--- src/rtl/sao_stat_ctb_accum.sv ---
// Accumulates per-4x4 SAO edge-offset statistics over one CTB, then drains the four
// category totals serially. Optional saturation/overflow flag under SAO_STAT_SAT_EN.
module sao_stat_ctb_accum #(
  parameter int unsigned diff_clip_bit = 4,
  parameter int unsigned blk_log2      = 8,
  parameter int unsigned ACC_W         = diff_clip_bit + 5 + blk_log2,
  parameter int unsigned CNT_W         = 5 + blk_log2
) (
  input  logic                             clk,
  input  logic                             rst_n,
  input  logic                             start,
  input  logic                             blk_valid,
  output logic                             blk_ready,
  input  logic [4*(diff_clip_bit+5)-1:0]   blk_sum,
  input  logic [4*5-1:0]                   blk_num,
  input  logic                             blk_last,
  output logic                             out_valid,
  input  logic                             out_ready,
  output logic [1:0]                       out_cat,
  output logic signed [ACC_W-1:0]          out_sum,
  output logic [CNT_W-1:0]                 out_num,
  output logic                             busy,
  output logic                             done,
  output logic                             ovf
);

  localparam int unsigned SUM_W = diff_clip_bit + 5;

  typedef enum logic [1:0] {StIdle, StAccum, StDrain} state_e;

  state_e                  state_q, state_d;
  logic signed [ACC_W-1:0] acc_sum_q [4];
  logic signed [ACC_W-1:0] acc_sum_d [4];
  logic [CNT_W-1:0]        acc_num_q [4];
  logic [CNT_W-1:0]        acc_num_d [4];
  logic signed [ACC_W-1:0] blk_ext   [4];
  logic                    out_valid_q, out_valid_d;
  logic [1:0]              out_cat_q, out_cat_d;
  logic                    done_q, done_d;
  logic                    ovf_q, ovf_d;

  always_comb begin
    for (int k = 0; k < 4; k++) begin
      blk_ext[k] = {{(ACC_W-SUM_W){blk_sum[k*SUM_W+SUM_W-1]}}, blk_sum[k*SUM_W +: SUM_W]};
    end
  end

`ifdef SAO_STAT_SAT_EN
  logic signed [ACC_W:0] sum_wide [4];
  logic [3:0]            clamp;

  // One extra bit exposes overflow: top two bits disagree.
  always_comb begin
    for (int k = 0; k < 4; k++) begin
      sum_wide[k] = {acc_sum_q[k][ACC_W-1], acc_sum_q[k]} + {blk_ext[k][ACC_W-1], blk_ext[k]};
      clamp[k]    = sum_wide[k][ACC_W] != sum_wide[k][ACC_W-1];
    end
  end
`endif

  always_comb begin
    state_d     = state_q;
    out_valid_d = out_valid_q;
    out_cat_d   = out_cat_q;
    done_d      = 1'b0;
    ovf_d       = ovf_q;
    for (int k = 0; k < 4; k++) begin
      acc_sum_d[k] = acc_sum_q[k];
      acc_num_d[k] = acc_num_q[k];
    end

    unique case (state_q)
      StIdle: begin
        if (start) begin
          state_d = StAccum;
          ovf_d   = 1'b0;
          for (int k = 0; k < 4; k++) begin
            acc_sum_d[k] = '0;
            acc_num_d[k] = '0;
          end
        end
      end
      StAccum: begin
        if (blk_valid) begin
          for (int k = 0; k < 4; k++) begin
            acc_num_d[k] = acc_num_q[k] + CNT_W'(blk_num[k*5 +: 5]);
`ifdef SAO_STAT_SAT_EN
            if (clamp[k]) begin
              ovf_d        = 1'b1;
              acc_sum_d[k] = sum_wide[k][ACC_W] ? {1'b1, {(ACC_W-1){1'b0}}}
                                                : {1'b0, {(ACC_W-1){1'b1}}};
            end else begin
              acc_sum_d[k] = sum_wide[k][ACC_W-1:0];
            end
`else
            acc_sum_d[k] = acc_sum_q[k] + blk_ext[k];
`endif
          end
          if (blk_last) begin
            state_d     = StDrain;
            out_valid_d = 1'b1;
            out_cat_d   = 2'd0;
          end
        end
      end
      StDrain: begin
        if (out_ready) begin
          out_cat_d = out_cat_q + 2'd1;
          if (out_cat_q == 2'd3) begin
            state_d     = StIdle;
            out_valid_d = 1'b0;
            done_d      = 1'b1;
          end
        end
      end
      default: state_d = StIdle;
    endcase
  end

  always_ff @(posedge clk or negedge rst_n) begin
    if (!rst_n) begin
      state_q     <= StIdle;
      out_valid_q <= 1'b0;
      out_cat_q   <= 2'd0;
      done_q      <= 1'b0;
      ovf_q       <= 1'b0;
      for (int k = 0; k < 4; k++) begin
        acc_sum_q[k] <= '0;
        acc_num_q[k] <= '0;
      end
    end else begin
      state_q     <= state_d;
      out_valid_q <= out_valid_d;
      out_cat_q   <= out_cat_d;
      done_q      <= done_d;
      ovf_q       <= ovf_d;
      for (int k = 0; k < 4; k++) begin
        acc_sum_q[k] <= acc_sum_d[k];
        acc_num_q[k] <= acc_num_d[k];
      end
    end
  end

  assign blk_ready = (state_q == StAccum);
  assign busy      = (state_q != StIdle);
  assign out_valid = out_valid_q;
  assign out_cat   = out_cat_q;
  assign done      = done_q;
  // Accumulators are frozen in DRAIN, so the selected total is stable under backpressure.
  assign out_sum   = out_valid_q ? acc_sum_q[out_cat_q] : '0;
  assign out_num   = out_valid_q ? acc_num_q[out_cat_q] : '0;

`ifdef SAO_STAT_SAT_EN
  assign ovf = ovf_q;
`else
  assign ovf = 1'b0;
`endif

endmodule
--- config.mk ---
export PLATFORM = sky130hd
export DESIGN_NAME = sao_stat_ctb_accum
export DESIGN_NICKNAME = d
export VERILOG_FILES = /design/src/rtl/sao_stat_ctb_accum.sv
export SDC_FILE = /design/constraint.sdc
export NUM_CORES = 1
export LEC_CHECK = 0
export CORE_ASPECT_RATIO = 0.5
export CORE_MARGIN = 3
export CORE_UTILIZATION = 45
export CTS_BUF_LIST = sky130_fd_sc_hd__clkbuf_4
export DETAILED_ROUTE_END_ITERATION = 8
export DONT_BUFFER_PORTS = 1
export SLEW_MARGIN = 20
export SYNTH_ARGS = -nofsm -noshare
export SYNTH_HDL_FRONTEND = slang
export SYNTH_SLANG_ARGS = --single-unit
--- constraint.sdc ---
create_clock -name clk -period 3.4 [get_ports clk]
set_input_delay 0.51 -clock clk [delete_from_list [all_inputs] [get_ports clk]]
set_output_delay 0.51 -clock clk [all_outputs]
set_load 0.02 [all_outputs]
Yosys cells after proc, flatten, opt, wreduce, memory -nomap -nowiden
Cells that the tools add are included.

word-level totals
  flip-flop bits (word level) = 126

operators by class
  $add $sub $neg = 9
  order comparisons = 1
  equal/unequal tests = 8
  multiplexer cells = 32
  bitwise operators = 1
  reductions and logical operators = 8

operators by type and width
  operator             count
  $mux 68              2
  $pmux 68 s2          1
  $mux 52              2
  $pmux 52 s2          1
  $add 17x9->17        4
  $add 13x5->13        4
  $mux 17              3
  $mux 13              3
  $bmux 17 s2          1
  $bmux 13 s2          1
  $mux 2               8
  $reduce_and 5->1     2
  $ne 2x2->1 const B   4
  $mux 1               7
  $pmux 2 s3           1
  $reduce_bool 2->1    3
  $eq 2x2->1 const B   2
  $pmux 2 s2           1
  $reduce_and 4->1     1
  $ge 3x3->1 const B   1
  $not 2->3            1
  $reduce_and 3->1     1
  $add 2x1->2 const B  1
  $eq 2x1->1 const B   1
  other kinds (3)      3

Longest topological paths before layout
Gate-level depths: netlist (run 1).

  word-level depth = 5
  gate-level depth with buffers = 9
  depth with buffers taken out = 9

Worst setup path before layout (run 1)
No wires, ideal clock.

  path type = input to register
  from = input port blk_sum[0]
  to = register acc_sum_q[67] in the netlist's numbering
  setup time = 126 ps
  arrival time = 2293 ps
  setup slack = 981 ps
  stages = 9
  buffers on the path = 0
  cell sequence = ha_1 -> inv_1 -> fa_1 -> nor2b_4 -> o31a_2 -> o211ai_1 -> o211ai_2 -> mux2_4 -> a311o_1

between the ends
  word-level cells in the longest chain between the ends = 3

ends and longest elaborated chain
  what                           line  source
  start, declared                14    input logic [4*(diff_clip_bit+5)-1:0] blk_sum,
  $add 17x9->17                  96    acc_sum_d[k] = acc_sum_q[k] + blk_ext[k];
  $mux 68                        84    if (blk_valid) begin
  $pmux 68 s2                    72    unique case (state_q)
  end signal, assigned by index  138   acc_sum_q[k] <= acc_sum_d[k];
  end, declared                  32    logic signed [ACC_W-1:0] acc_sum_q [4];

No other way between the ends. The select of a mux whose other input is x is not followed.
A chain may end at the register's enable or synchronous reset.

Final worst setup path (run 1)
  from = register out_cat_q[0], in the netlist out_cat[0]
  to = output port out_sum[7]

between the ends
  word-level cells in the longest chain between the ends = 5

ends and longest elaborated chain
  what                                        line  source
  start, declared                             38    logic [1:0] out_cat_q, out_cat_d;
  start signal, assigned                      134   out_cat_q <= out_cat_d;
  $not 2->3 (not written as such)             150   assign out_sum = out_valid_q ? acc_sum_q[out_cat_q] : '0;
  $bmux 17 s2                                 150
  $mux 17 (not written as such) (2 in a row)  150
  $mux 17                                     150
  end, declared                               20    output logic signed [ACC_W-1:0] out_sum,

No other way between the ends. The select of a mux whose other input is x is not followed.

==> summary.md, run 1 <==
| Metric | Value |
|---|---|
| Worst-path clk slew | `130 ps` |
| Tmin final | `2968 ps` |
| Most common cell after layout, fill and taps aside | `dfrtp_1` |
| Worst EP required | `between 2000 and 3000 ps` |
| Syn_area_per_cell | `approximately 9.2 um2` |
| Netlist cell types | `73` |
| Yosys warnings | `0` |
| Largest net degree at the start of global routing | `approximately 130` |
| Hold Path Class | `input pin to register` |
| Crit start category | `register` |
| Final Hold Vio Count | `0` |
| GR Overflow Total | `0` |
| Psw | `3935 uW` |
| Most frequent cells in the layout | `124 x dfrtp_1, 111 x nand2_1, 106 x o21ai_0` |
| Async SR Flop Fraction | `1.000` |
| Hpwl dp | `around 20,000 um` |
| Final Setup Violations | `0` |
| GP Congestion | `slightly above 0.9` |
| Nets | `between 1,000 and 1,500` |
| Synth Cell Area | `slightly below 10,000 um2` |
| Switch share | `0.4809` |
| Die width | `around 210 um` |
| Vias | `roughly 8,000` |
| Max clock buf depth | `2` |
| Fmax | `~340 MHz` |
| # fillers | `between 2,000 and 2,500` |
| TNS Setup | `0 ps` |
| Initial Util | `0.4670` |
| DRT Pass-1 Iters | `5` |
| Pleak | `0.004515 uW` |
| Final wirelength | `between 20,000 and 30,000 um` |
| Sequential share of the synthesized area | `0.3219` |
| Final antenna-violating net count | `0` |
| Cells after Synth | `1,068` |
| CTS tree | `built` |
| Core Footprint | `20,970 um2` |
| Headroom to the max-slew limit | `0.4967` |
| Worst-margin pin slew | `roughly 760 ps` |
| Worst skew pair latency | `between 600 and 700 ps` |
| CP arrival | `~2500 ps` |
| Post-synth EDFFs | `0` |
| Setup repair after global routing missed its margin | `false` |
| Seq cells post-synth | `about 130` |
| Max-slew violation count | `0` |
| Htree depth | `4` |
| Crit Path Category | `register to primary output` |
| Layout Utilization | `0.4973` |
| Outcome | `finished, final reports clean` |
| Crit-path max FO | `21` |
| Global-route wire length before repair | `about 43,000 um` |
| Min-delay src | `out_ready` |
| R2r startpoint | `acc_sum_q[17]` |
| Clock Power Share | `0.136` |
| CTS Buf Count | `17` |
| Area delta synth->final | `6.477%` |
| Ports | `99` |
| Final period util | `0.8730` |
| Synth Flop Type | `dfrtp_1` |
| Die area | `23,680 um2` |
| Synth Net Count | `between 1,000 and 1,500` |
| Vias in the first global route | `slightly below 8,000` |
| Vias per cell | `about 6` |
| Layout cell share with drive strength beyond 1 | `0.08582` |
| Pwr Total | `~8000 uW` |
| Drt wl/cell | `19.83 um` |
| Comb pwr share | `0.561` |
| Port Buffer Count | `0` |
| Die Ht | `110.3 um` |
| Critical Path Start | `out_cat[0]` |
| Residual DRC count | `0` |
| CTS Sinks | `approximately 130` |
| Flop pwr share | `0.303` |
| Worst Skew | `roughly 31 ps` |
| N_diodes | `0` |
| CTS Root Cell | `clkbuf_4` |
| # rows | `37` |
| P_int | `around 4200 uW` |
| PD cells | `between 700 and 800 nW/um2` |
| DRT iter0 DRCs | `666` |
| All-Layer GR Usage | `0.2335` |
| Initial antenna violation count | `1` |
| CP Capture Type | `primary output` |
| Maximum vdd drop | `around 340 uV` |
| MaxCap Viol Count | `0` |
per-layer routing:
metal,vias up,track usage,share of wire
li1,3955,-,-
met1,4011,0.3197,0.47
met2,153,0.3807,0.46
met3,39,0.04874,0.049
met4,2,0.06591,0.017
met5,-,0,0.00033
kinds of logic (layout without fill, tap and decap cells):
| kind of cell | count (synthesis) | count (layout) | share of synthesized area |
|---|---|---|---|
| compound gates | 346 | 346 | 0.2297 |
| simple gates | 325 | 325 | 0.1654 |
| flops | 126 | 126 | 0.3219 |
| fa+ha+maj | 93 | 93 | 0.1249 |
| buf+inv | 91 | 95 | 0.03756 |
| xor+xnor | 53 | 53 | 0.04739 |
| mux | 33 | 33 | 0.07269 |
| other cells | 1 | 1 | 0.0003829 |
what timing repair did:
| item | CTS | global route |
|---|---|---|
| hold buffers | 3 | 0 |
| resized for setup | 0 | 0 |
| endpoints found under the hold margin | 127 | 0 |
| setup buffers | 0 | 0 |
metrics by stage:
stage / instances / worst slack (ps) / instance area (um2) / hold WS [ps]
finish: 1364 / 431.7 / 10430 / 55.40
global route: 1364 / 284.6 / 10430 / 49.50
CTS: 1364 / 339.4 / 10430 / 14.65
detailed placement: 1329 / 808.2 / 10090 / 219.4
global placement: 1329 / 875.3 / 10090 / 220.4
floorplan: 1068 / 981.1 / 9794 / 214.4
worst paths after layout:
kind                                      end  slack, ps  depth (start not counted)
worst min register to register  acc_sum_q[36]        530                          2
max in group asynchronous       acc_num_q[42]       2320                          2
worst min-delay path                     done         60                          2
worst max register to register  acc_sum_q[33]        870                          9
min in group asynchronous       acc_num_q[27]        480                          2
worst max-delay path               out_sum[7]        430                          3
synthesized netlist by cell type, types with 24 or more instances:
library cell    n  area [um2]
xor2_1         25       219.0
and2_1         33       206.5
xnor2_1        28       245.2
inv_1          51       191.4
o21ai_0       106       530.5
o211ai_1       24       180.2
nand2_1       111       416.7
a21oi_1        71       355.3
mux4_2         30       675.7
dfrtp_1       126        3153
ha_1           85        1064
nor2_1         63       236.5
clkbuf_1       25       93.84
cell type report:
| cell class | count | area [um2] | share of cell area |
|---|---|---|---|
| inverter | 51 | 191.4 | 0.01836 |
| tap | 292 | 365.4 | 0.03503 |
| sequential | 126 | 3156 | 0.3026 |
| multi-input combinational | 851 | 6287 | 0.6029 |
| timing repair buffer | 12 | 140.1 | 0.01344 |
| clock buffer | 17 | 127.6 | 0.01224 |
| clock inverter | 15 | 161.4 | 0.01548 |
registers in the layout, summed over array words and instances (netlist names):
name,cells
acc_num_q,52
acc_sum_q,68
done,1
out_cat,2
out_valid,1
state_q,2
power groups by stage:
stage	logic [uW]	registers [uW]	clock network (uW)
final	4590	2480	1110
after global routing	5130	2540	1200
after CTS	4590	2480	1140
after detailed placement	4520	2520	0
after global placement	4440	2500	0
after floorplan	3680	2240	0
critical path, cell delays in order, from the launching register on:
cell     delay [ps]
dfrtp_2         700
buf_12          280
mux4_2          570
and2_1          270
(Power assumes the default switching activity.)
==> inputs of run 2 (changes only) <==
clock period = 3.44 ns   (was 3.4 ns; I/O delays follow)
==> run 2 against run 1 <==
  * Design area grew 0.36%
  * Flip-flop and latch count is the same
  * Hold slack gained 27 ps
  * Sequential power shrank 2%
  * Setup slack gained 79 ps
  * Register-to-register slack is essentially flat
  * Die area is the same
  * Critical path depth is the same
  * Critical path type unchanged
==> summary.md, run 2 (same netlist as run 1, synthesis figures left out) <==
| Metric | Value |
|---|---|
| Outcome | `finished, final reports clean` |
| GR Overflow Total | `0 (unchanged)` |
| Final wirelength | `27,150 um (+0.35%)` |
| Setup repair after global routing missed its margin | `false` |
| Worst-margin pin slew | `736.7 ps (-18.33 ps)` |
| DRT iter0 DRCs | `831 (+25%)` |
| Initial Util | `0.4670 (unchanged)` |
| TNS Setup | `0 ps (unchanged)` |
| Final period util | `0.8515` |
| R2r setup slk | `880 ps (about the same)` |
| CTS Root Cell | `clkbuf_4` |
| Crit start category | `register` |
| Die width | `214.6 um (unchanged)` |
| Die Ht | `110.3 um (unchanged)` |
| MaxCap Viol Count | `0 (unchanged)` |
| Worst slack, placed | `814.3 ps (+6.084 ps)` |
| PD cells | `791.4 nW/um2 (+0.85%)` |
| Final worst setup slack | `510.8 ps (+79.16 ps)` |
| Crit-path max FO | `21 (unchanged)` |
| Regs by FF count | `acc_sum_q x68, acc_num_q x52` |
| CTS Buf Count | `17 (unchanged)` |
| Nets | `1,213 (-0.082%)` |
| # fillers | `1,968 (-2.2%)` |
| Max clock buf depth | `2 (unchanged)` |
| All-Layer GR Usage | `0.2355 (+0.002040)` |
| Pleak | `0.004556 uW (+0.91%)` |
| Comb pwr share | `0.553 (-0.008)` |
| Ordered list of cells on the worst path | `buf_12 -> mux4_2 -> and2_1` |
| Hpwl dp | `19,700 um (-0.37%)` |
| Hold buffer count at CTS | `2 (-1)` |
| Max reg flops | `68 (unchanged)` |
| Final Hold Vio Count | `0 (unchanged)` |
| Flop pwr share | `0.295 (-0.008)` |
| Htree depth | `4 (unchanged)` |
| Fmax | `approximately 340 MHz` |
| Hold WS | `82.51 ps (+27.11 ps)` |
| CP max stage cell | `dfrtp_2` |
| # Post-CTS Setup Buffers | `0 (unchanged)` |
| Port Buffer Count | `0 (unchanged)` |
| Cell family with most CP delay | `flip-flops` |
| Die area | `23,680 um2 (unchanged)` |
| Worst EP required | `2920 ps (+30 ps)` |
| Core Footprint | `20,970 um2 (unchanged)` |
| CTS Sinks | `126 (unchanged)` |
| Headroom to the max-slew limit | `0.5089 (+0.01222)` |
| Hold Path Class | `input pin to register` |
| GP Congestion | `0.9180 (-0.35%)` |
| Vias | `8,210 (+0.61%)` |
| DRT Pass-1 Iters | `5 (unchanged)` |
| N_diodes | `0 (unchanged)` |
| Layout cell share with drive strength beyond 1 | `0.08505 (-0.0007742)` |
| Final Setup Violations | `0 (unchanged)` |
| Layout Utilization | `0.4991 (+0.001790)` |
| Drt wl/cell | `19.93 um (+0.49%)` |
| Initial antenna violation count | `0 (-1)` |
| Largest Register | `acc_sum_q` |
| Area delta synth->final | `6.860%` |
| Residual DRC count | `0 (unchanged)` |
| Max-slew violation count | `0 (unchanged)` |
| Clock Power Share | `0.153 (+0.017)` |
| Global-route wire length before repair | `43,560 um (+1.3%)` |
| Vias in the first global route | `7,848 (+0.37%)` |
| CP Capture Type | `primary output` |
| CP arrival | `2410 ps (-50 ps)` |
| Worst Skew | `24.97 ps (-6.333 ps)` |
| Worst-path clk slew | `120 ps (about the same)` |
| Crit Path Category | `register to primary output` |
| Worst skew pair latency | `560 ps (-50 ps)` |
| # rows | `37 (unchanged)` |
| Most frequent cells in the layout | `124 x dfrtp_1, 111 x nand2_1, 106 x o21ai_0` |
| Tmin final | `between 2000 and 3000 ps` |
| CTS tree | `built` |
| Maximum vdd drop | `270.6 uV (-20%)` |
| Post-CTS sizing | `0 (unchanged)` |
| CP peak stage delay | `720 ps (+20 ps)` |
| P_int | `4431 uW (+4.3%)` |
| Switch share | `0.4650 (-0.01585)` |
| Largest net degree at the start of global routing | `127 (unchanged)` |
| Psw | `3852 uW (-2.1%)` |
| Final antenna-violating net count | `0 (unchanged)` |
| Most common cell after layout, fill and taps aside | `dfrtp_1` |
| Vias per cell | `6.028 (+0.76%)` |
| Bufs and invs on worst path | `1 (unchanged)` |
| Ports | `99 (unchanged)` |
[run 2: changes by cell type in the layout (fill, tap and decap cells not counted), sizes merged]
cell / previous run / this run
clkbuf: 17 / 19
clkinv: 4 / 6
dlygate4sd3: 2 / 1
clkinvlp: 6 / 1
inv: 54 / 51
bufinv: 2 / 5
[run 2: through the flow]
step,power [uW],cell area [um2],instances
2_1_floorplan,5847,9794,1068
3_3_place_gp,6875,10090,1329
3_5_place_dp,6966,10090,1329
4_1_cts,8305,10470,1362
5_1_grt,8985,10470,1362
6_report,8283,10470,1362
[run 2: routing by layer]
metal,vias up,wire length (um),global-route usage
li1,3942,-,-
met5,-,0,0
met2,187,12550,0.3807
met4,0,368,0.05453
met1,4053,12920,0.3289
met3,28,1316,0.05011
[run 2: final timing paths]
kind                                       to  cells after the start           from
max in group asynchronous       acc_sum_q[58]                      2          rst_n
worst max register to register  acc_sum_q[49]                      7  acc_sum_q[37]
worst max-delay path               out_sum[7]                      3     out_cat[0]
worst min-delay path               out_cat[1]                      2      out_ready
min in group asynchronous       acc_num_q[43]                      2          rst_n
worst min register to register  acc_sum_q[13]                      2  acc_sum_q[13]
[run 2: layout make-up]
cell class,instances,area [um2],share of cell area
Clock buffer,19,142.6,0.01363
Clock inverter,12,193.9,0.01853
Inverter,51,191.4,0.01829
Multi-Input combinational cell,851,6287,0.6007
Sequential cell,126,3156,0.3015
Tap cell,292,365.4,0.03491
Timing Repair Buffer,11,130.1,0.01243
[run 2: power groups by stage]
stage,Combinational [uW],Clock [uW],Sequential (uW)
after detailed placement,4490,0,2480
after CTS,4560,1300,2440
after floorplan,3630,0,2210
final,4580,1270,2440
after global placement,4410,0,2470
after global routing,5100,1380,2510
